==> src/rtl/bscan_mux_pkg.sv <==
// Shared constants and helpers for the JTAG user-register channel mux.
// Header offsets depend on the channel-select width, so they are provided as functions of it.
package bscan_mux_pkg;

  // Captured status header: bit 0 = slot valid, bit 1 = overflow, then cur_ch.
  localparam int ST_VALID = 0;
  localparam int ST_OVF   = 1;
  localparam int ST_CH_LO = 2;

  // Incoming header: channel select starts at bit 0, then write, ack, payload.
  localparam int CH_LO = 0;

  function automatic int ch_bits(input int channels);
    return (channels > 1) ? $clog2(channels) : 1;
  endfunction

  function automatic int wr_bit(input int cb);
    return CH_LO + cb;
  endfunction

  function automatic int ack_bit(input int cb);
    return CH_LO + cb + 1;
  endfunction

  function automatic int pay_lo(input int cb);
    return CH_LO + cb + 2;
  endfunction

endpackage

==> src/rtl/bscan_mux_slot.sv <==
// One-deep tx holding slot plus overflow sticky for a single channel.
// The enqueue and pop strobes are qualified by the parent so they never overlap.
module bscan_mux_slot #(
  parameter int WIDTH = 32
) (
  input  logic             CLK,
  input  logic             RST,
  input  logic             enq,
  input  logic [WIDTH-1:0] enq_data,
  input  logic             pop,
  input  logic             ovf_set,
  input  logic             ovf_clr,
  output logic             full,
  output logic [WIDTH-1:0] data,
  output logic             ovf
);

  // NOTE: state registers use non-blocking assignments so every flop samples
  // pre-edge values regardless of statement order.
  always_ff @(posedge CLK or posedge RST) begin
    if (RST) begin
      full <= 1'b0;
      // NOTE: the data word is reset too (it is a single register, not a RAM),
      // so a capture of an empty slot scans out a deterministic payload.
      data <= '0;
      ovf  <= 1'b0;
    end else begin
      if (enq) begin
        full <= 1'b1;
        data <= enq_data;
      end else if (pop) begin
        full <= 1'b0;
      end
      if (ovf_set)      ovf <= 1'b1;
      else if (ovf_clr) ovf <= 1'b0;
    end
  end

endmodule

==> src/rtl/bscan_mux_chan.sv <==
// BSCANE2 USER data-register engine multiplexing one scan chain onto CHANNELS word channels.
// Optional frame-length checking is enabled by defining BSCAN_MUX_LEN_CHECK_EN.
module bscan_mux_chan
  import bscan_mux_pkg::*;
#(
  parameter int WIDTH    = 32,
  parameter int CHANNELS = 4,
  localparam int CH_BITS = ch_bits(CHANNELS)
) (
  input  logic                      CLK,
  input  logic                      RST,
  input  logic                      sel,
  input  logic                      capture,
  input  logic                      shift,
  input  logic                      update,
  input  logic                      tdi,
  output logic                      tdo,
  input  logic [CHANNELS-1:0]       tx_valid,
  input  logic [CHANNELS*WIDTH-1:0] tx_data,
  output logic [CHANNELS-1:0]       tx_ready,
  output logic [CHANNELS-1:0]       rx_valid,
  output logic [WIDTH-1:0]          rx_data,
  input  logic [CHANNELS-1:0]       rx_ready,
  output logic [CH_BITS-1:0]        cur_ch
);

  localparam int HDR_W   = CH_BITS + 2;
  localparam int FRAME_W = HDR_W + WIDTH;
  localparam int WR_BIT  = wr_bit(CH_BITS);
  localparam int ACK_BIT = ack_bit(CH_BITS);
  localparam int PAY_LO  = pay_lo(CH_BITS);

  logic [FRAME_W-1:0]  sr;
  logic [FRAME_W-1:0]  cap_frame;
  logic                cap_valid;
  logic                do_cap, do_shift, do_upd;
  logic                len_ok, in_range, commit;
  logic [CH_BITS-1:0]  hch;
  logic                wr, ack;
  logic [WIDTH-1:0]    pay;

  logic [CHANNELS-1:0] slot_full, slot_ovf;
  logic [CHANNELS-1:0] enq, pop, ovf_set, ovf_clr;
  logic [WIDTH-1:0]    slot_data [CHANNELS];

  assign do_cap   = sel & capture;
  assign do_shift = sel & shift & ~capture;
  assign do_upd   = sel & update;

  assign hch      = sr[CH_LO +: CH_BITS];
  assign wr       = sr[WR_BIT];
  assign ack      = sr[ACK_BIT];
  assign pay      = sr[PAY_LO +: WIDTH];
  assign in_range = 32'(hch) < CHANNELS;
  assign commit   = do_upd & len_ok;

  assign tdo      = sr[0];
  assign tx_ready = ~slot_full;

`ifdef BSCAN_MUX_LEN_CHECK_EN
  // Counts shifted bits since capture; saturating one past FRAME_W keeps
  // over-long scans distinguishable from exact ones.
  localparam int CNT_W = $clog2(FRAME_W + 2);
  logic [CNT_W-1:0] shift_cnt;

  always_ff @(posedge CLK or posedge RST) begin
    if (RST)                                                      shift_cnt <= '0;
    else if (do_cap)                                              shift_cnt <= '0;
    else if (do_shift && shift_cnt != CNT_W'(FRAME_W + 1))        shift_cnt <= shift_cnt + CNT_W'(1);
  end

  assign len_ok = (shift_cnt == CNT_W'(FRAME_W));
`else
  assign len_ok = 1'b1;
`endif

  always_comb begin
    cap_frame                     = '0;
    cap_frame[ST_VALID]           = slot_full[cur_ch];
    cap_frame[ST_OVF]             = slot_ovf[cur_ch];
    cap_frame[ST_CH_LO +: CH_BITS] = cur_ch;
    cap_frame[HDR_W +: WIDTH]     = slot_data[cur_ch];
  end

  always_comb begin
    // NOTE: every output gets a default before the loop so no path leaves a
    // bit unassigned and no latch is inferred.
    enq     = '0;
    pop     = '0;
    ovf_set = '0;
    ovf_clr = '0;
    for (int c = 0; c < CHANNELS; c++) begin
      enq[c]     = tx_valid[c] & ~slot_full[c];
      pop[c]     = commit & ack & cap_valid & (cur_ch == CH_BITS'(c));
      ovf_clr[c] = do_cap & (cur_ch == CH_BITS'(c));
      if (commit)
        ovf_set[c] = wr & in_range & (hch == CH_BITS'(c)) & ~rx_ready[c];
      else if (do_upd)
        ovf_set[c] = (cur_ch == CH_BITS'(c));
    end
  end

  for (genvar g = 0; g < CHANNELS; g++) begin : g_slot
    bscan_mux_slot #(.WIDTH(WIDTH)) u_slot (
      .CLK      (CLK),
      .RST      (RST),
      .enq      (enq[g]),
      .enq_data (tx_data[g*WIDTH +: WIDTH]),
      .pop      (pop[g]),
      .ovf_set  (ovf_set[g]),
      .ovf_clr  (ovf_clr[g]),
      .full     (slot_full[g]),
      .data     (slot_data[g]),
      .ovf      (slot_ovf[g])
    );
  end

  always_ff @(posedge CLK or posedge RST) begin
    if (RST) begin
      sr        <= '0;
      cur_ch    <= '0;
      cap_valid <= 1'b0;
      rx_valid  <= '0;
      rx_data   <= '0;
    end else begin
      rx_valid <= '0;
      if (do_cap) begin
        sr        <= cap_frame;
        cap_valid <= slot_full[cur_ch];
      end else if (do_shift) begin
        sr <= {tdi, sr[FRAME_W-1:1]};
      end
      if (do_upd) begin
        cap_valid <= 1'b0;
        if (len_ok && in_range) begin
          cur_ch <= hch;
          if (wr && rx_ready[hch]) begin
            rx_valid[hch] <= 1'b1;
            rx_data       <= pay;
          end
        end
      end
    end
  end

endmodule

==> config.mk <==
export PLATFORM = sky130hd
export DESIGN_NAME = bscan_mux_chan
export DESIGN_NICKNAME = d
export VERILOG_FILES = /design/src/rtl/bscan_mux_pkg.sv /design/src/rtl/bscan_mux_slot.sv /design/src/rtl/bscan_mux_chan.sv
export SDC_FILE = /design/constraint.sdc
export NUM_CORES = 1
export LEC_CHECK = 0
export CAP_MARGIN = 25
export CORE_MARGIN = 1
export CORE_UTILIZATION = 47
export DETAILED_ROUTE_END_ITERATION = 8
export GPL_TIMING_DRIVEN = 0
export PLACE_DENSITY = 0.77
export RECOVER_POWER = 25
export SYNTH_ARGS = -nofsm -noshare
export SYNTH_HDL_FRONTEND = slang
export SYNTH_SLANG_ARGS = --single-unit
==> constraint.sdc <==
create_clock -name CLK -period 7.4 [get_ports CLK]
set_input_delay 1.48 -clock CLK [delete_from_list [all_inputs] [get_ports CLK]]
set_output_delay 1.48 -clock CLK [all_outputs]
set_load 0.03 [all_outputs]
Word level (Yosys, flattened, before mapping)
Index checks and enable logic that the tools add are counted.
{"block": "classes", "n_lt_le_gt_ge": 4, "n_bitwise": 37, "reduce_logical": 15, "muxes": 37, "n_eq_ne": 6}
{"op": "2-to-1 mux 36 bit", "count": 2}
{"op": "binary-select mux 32 bit (select 2 bit)", "count": 1}
{"op": "2-to-1 mux 32 bit", "count": 2}
{"op": "bitwise AND 1 bit", "count": 26}
{"op": "2-to-1 mux 1 bit", "count": 26}
{"op": "nonzero test 2 bit", "count": 10}
{"op": "NOT 1 bit", "count": 9}
{"op": "equality test 2 bit (second input constant)", "count": 4}
{"op": "2-to-1 mux 4 bit", "count": 2}
{"op": "binary-select mux 1 bit (select 2 bit)", "count": 3}
{"op": "< comparator 2 x 3 -> 1 bit (second input constant)", "count": 2}
{"op": "equality test 2 x 1 -> 1 bit (second input constant)", "count": 2}
{"op": "logical NOT 2 bit", "count": 2}
{"op": "NOT 4 bit", "count": 1}
{"op": ">= comparator 3 bit (second input constant)", "count": 1}
{"op": "NOT 2 -> 3 bit", "count": 1}
{"op": "demux 1 bit (select 2 bit)", "count": 1}
{"op": ">= comparator 2 x 1 -> 1 bit (second input constant)", "count": 1}
{"op": "logical AND 1 bit", "count": 2}
{"op": "AND reduction 2 bit", "count": 1}
{"block": "totals", "out_inout_bits": 43, "regBits": 211}

Longest topological paths before layout
{"block": "depth", "word_depth": 6, "mapped_depth": 6, "ltp_nobuf": 3}

By module
From an unflattened synthesis, not the netlist that was laid out.
{"block": "hier_totals", "hier_cells": 630, "hier_area_um2": 9824.4}
{"module": "bscan_mux_slot", "seq_area_each_um2": 850.8, "area_each_um2": 1417.6, "cells_per_inst": 75, "n_inst": 4}
{"module": "bscan_mux_chan", "seq_area_each_um2": 1876.8, "area_each_um2": 4154.0, "cells_per_inst": 330, "n_inst": 1}

Worst setup path before layout
OpenSTA, ideal clock, no wires.
{"block": "synth_path", "path_kind": "input port to flip-flop", "start": "input port rx_ready[3]", "end": "register rx_data[0]", "arrival_time_ns": 2.574, "required_time_ns": 7.275, "path_stages": 5, "setup_ns": 0.125, "path_slack_ns": 4.701, "cell_sequence": "mux4_2 nand2b_1 buf_6 buf_12 mux2_4"}
{"block": "synth_via", "elab_chain_cells": 4}
{"element": "start, declared", "line_no": "bscan_mux_chan.sv:23", "text": "input logic [CHANNELS-1:0] rx_ready,"}
{"element": "binary-select mux 1 bit (select 2 bit)", "line_no": "bscan_mux_chan.sv:137", "text": "if (wr && rx_ready[hch]) begin"}
{"element": "2-to-1 mux 1 bit (implied by the code)", "line_no": "bscan_mux_chan.sv:137"}
{"element": "logical AND 1 bit", "line_no": "bscan_mux_chan.sv:137"}
{"element": "AND reduction 2 bit (no line)"}
{"element": "end signal, assigned", "line_no": "bscan_mux_chan.sv:139", "text": "rx_data <= pay;"}
{"element": "end, declared", "line_no": "bscan_mux_chan.sv:22", "text": "output logic [WIDTH-1:0] rx_data,"}
No other way between the ends. The select of a mux whose other input is x is not followed.
A chain may end at the register's enable or synchronous reset.

==> impl_metrics.py <==
metrics = {
    "global_routing": {
        "grt_pass1_wl_um": 35700,
        "first_global_vias": 6532,
        "grt_overflow": 0,
        "grt_usage": 0.233,
        "antenna_found_initial": 1,
        "grt_start_max_net_pins": 118,
    },
    "power_and_ir_drop": {
        "clock_power_share": 0.232,
        "seq_power_share": 0.420,
        "p_comb_frac": 0.349,
        "finalPower_uw": 4850,
        "power_density_nw_per_um2": 403,
        "netSwitchingFraction": 0.312,
        "p_leak_uw": 0.00509,
        "p_int_uw": 3340,
        "switching_power_uw": 1520,
        "max-vdd-ir-drop_uv": 215,
    },
    "route": {
        "drc": 0,
        "first_pass_iters": 4,
        "drt_iter0_markers": 250,
        "via_per_inst": 5.44,
        "ant_nets": 0,
        "avgRoutedWirePerCell_um": 20.3,
        "vias": 5976,
        "wirelength_um": 22300,
    },
    "worst_setup_path": {
        "critical_path_depth": 2,
        "crit_start": "RST",
        "endpoint": "g_slot[3].u_slot.data[13]$_DFFE_PP0P_",
        "r2r-end": "sr[30]$_DFFE_PP0P_",
        "worstPathArrival_ps": 4330,
        "crit_path_top_delay_cell": "clkinvlp_2",
        "rrSetupSlack_ps": 5420,
        "path_delay_family": "buffers and inverters",
        "rr_startpoint": "cur_ch[1]$_DFFE_PP0P_",
        "critPathLaunchType": "primary input",
        "path_cells": "clkdlybuf4s50_1 -> clkinvlp_2",
        "worst-setup-path-type": "in2async",
        "crit_fanout": 95,
        "cp.required_ps": 7260,
        "worst-path-buf-inv": 2,
        "r2r_cells": 5,
        "critPathMaxStageDelay_ps": 2370,
        "cp-end-kind": "async pin",
    },
    "logic_synthesis": {
        "synth_xor_area_frac": 0,
        "synth_cells": 613,
        "synth_top_family_by_area": "multiplexers",
        "yosysMostFrequentCell": "dfrtp_1",
        "synth_compound_area_frac": 0.0563,
        "synth_fa_ha_area_frac": 0,
        "yosys.area_share.simple": 0.0311,
        "synth_top_cell_by_area": "dfrtp_1",
        "synth_top_area_share": 0.581,
        "synth-seq-area-share": 0.581,
        "synth_area_um2": 9090,
        "avgSynthCellArea_um2": 14.8,
        "synth_edf_count": 0,
        "yosys_register_bits": 211,
        "yosysWarnings": 0,
        "synth_mux_area_frac": 0.300,
        "synthDistinctLibCells": 40,
        "synth_common_cells": "dfrtp_1, mux2_1, nor2_1, mux2_2",
        "synthArstFlopShare": 1.00,
        "synthFlopType": "dfrtp_1",
        "synth_area_leaders": "dfrtp_1, mux2_1, mux4_2",
        "syn_nets": 756,
    },
    "placement": {
        "dpl_cell_area_um2": 11300,
        "hpwl_um": 15700,
        "place_ws_ps": 3750,
        "place.gp.congestion": 0.821,
        "portBuffers": 184,
    },
    "clock_network": {
        "htreeDepth": 1,
        "cts_made_buffers": 23,
        "clk_pin_slew_worst_paths_ps": 60,
        "cts_tree": "done",
        "postCtsSetupRepairBufs": 0,
        "cts.sinks": 211,
        "clock_path_buffers": 3,
        "cts_root_buffer": "clkbuf_16",
        "postCtsHoldBufs": 0,
        "cts_resized": 0,
        "insertion_delay_ps": 500,
    },
    "finish": {
        "design_area_um2": 12000,
        "area_growth_pct": 32.4,
        "nNetsFinal": 966,
        "layout-drive-gt1-share": 0.189,
        "finalCoreUtilization": 0.639,
        "fill_cells": 1375,
    },
    "timing": {
        "fin_crit_sh": 0.604,
        "finalSetupViolations": 0,
        "finClkSkew_ps": 9.21,
        "final.min_clock_period_ps": 4470,
        "timing.fmax_mhz": 224,
        "rsz0062_at_grt": "false",
        "hold_violations": 0,
        "setup_ws_ps": 2930,
        "slew_headroom": -1.84,
        "drv_slew": 95,
        "tightest_slew_ps": 4240,
    },
    "floorplan": {
        "pin_count": 186,
        "die-area_um2": 19900,
        "die_x_um": 141,
        "core-area_um2": 18800,
        "rows": 50,
        "start_util": 0.483,
        "fp.dieH_um": 141,
    },
    "worst_hold_path": {
        "worstHoldPathType": "reg2reg",
        "worstHoldStart": "g_slot[2].u_slot.data[20]$_DFFE_PP0P_",
    },
    "outcome": {
        "run_status": "finished, violations left",
        "violations": "capacitance limit, slew limit",
    },
    "run": {
        "drv_cap": 1,
    },
}
power by group through the flow:
stage	Combinational (µW)	Clock (µW)	Sequential [µW]
2_1_floorplan	1010	0	2120
3_3_place_gp	1650	0	2000
3_5_place_dp	1700	0	2050
4_1_cts	1710	1140	2030
5_1_grt	1820	1190	2100
6_report	1690	1120	2040
cell families (layout without fill, tap and decap cells):
group	Yosys count	after routing
DFF	211	211
other	0	1
AOI/OAI and AO/OA	88	88
muxes	198	198
buffers and inverters	55	280
and+or+nand+nor	61	61
area by class of cell:
class	count	area, µm²	share of cell area
sequential	211	5280	0.439
multi-input combinational	347	3520	0.292
timing repair buffer	185	1870	0.155
clock buffer	36	694	0.0577
tap	260	325	0.0270
buffer	47	262	0.0217
clock inverter	4	51.3	0.00426
inverter	8	31.3	0.00260
antenna	1	2.50	0.000208
state kept, by name, indices dropped and copies added, names as in the netlist:
name	flops
g_slot.u_slot.full	4
g_slot.u_slot.data	128
cur_ch	2
sr	36
rx_valid	4
rx_data	32
g_slot.u_slot.ovf	4
cap_valid	1
per-stage QoR:
| step | cells | hold slack (ps) | setup TNS, ps |
|---|---|---|---|
| after floorplan | 613 | 448 | 0 |
| after global routing | 1098 | 492 | 0 |
| final | 1099 | 481 | 0 |
| after CTS | 1098 | 483 | 0 |
| after detailed placement | 1058 | 469 | 0 |
| after global placement | 1057 | 462 | -440650 |
worst min path at each step:
stage                                            end  slack (ps)  cells after the start
2_1_floorplan       g_slot[0].u_slot.ovf$_DFFE_PP0P_         450                      2
3_3_place_gp   g_slot[1].u_slot.data[21]$_DFFE_PP0P_         460                      1
3_5_place_dp   g_slot[2].u_slot.data[10]$_DFFE_PP0P_         470                      1
4_1_cts        g_slot[2].u_slot.data[10]$_DFFE_PP0P_         480                      1
5_1_grt        g_slot[1].u_slot.data[21]$_DFFE_PP0P_         490                      1
6_report       g_slot[2].u_slot.data[20]$_DFFE_PP0P_         480                      1
placed cells by master, fill, tap and decap left out, types with 3 or more instances in the layout:
cell and n:
inv_1 5, mux2_1 96, buf_2 14, mux4_2 34
o21ai_0 4, a31oi_1 3, clkbuf_8 7, dlygate4sd3_1 6
a21oi_1 35, mux2_4 30, o22ai_1 35, buf_1 3
nor2_1 39, nand2_1 3, buf_12 3, clkbuf_1 29
o21ai_1 3, nor2b_1 4, clkdlybuf4s50_1 178, clkbuf_16 23
buf_4 3, mux2_2 36, dfrtp_1 211
per-layer routing:
layer | track usage | part of all wire | vias to the layer above
li1 | - | - | 2658
met1 | 0.303 | 0.41 | 3075
met3 | 0.0554 | 0.064 | 36
met4 | 0.0629 | 0.024 | 0
met5 | 0 | 0 | -
met2 | 0.391 | 0.50 | 207
No activity file was read; power rests on OpenSTA's default activity.
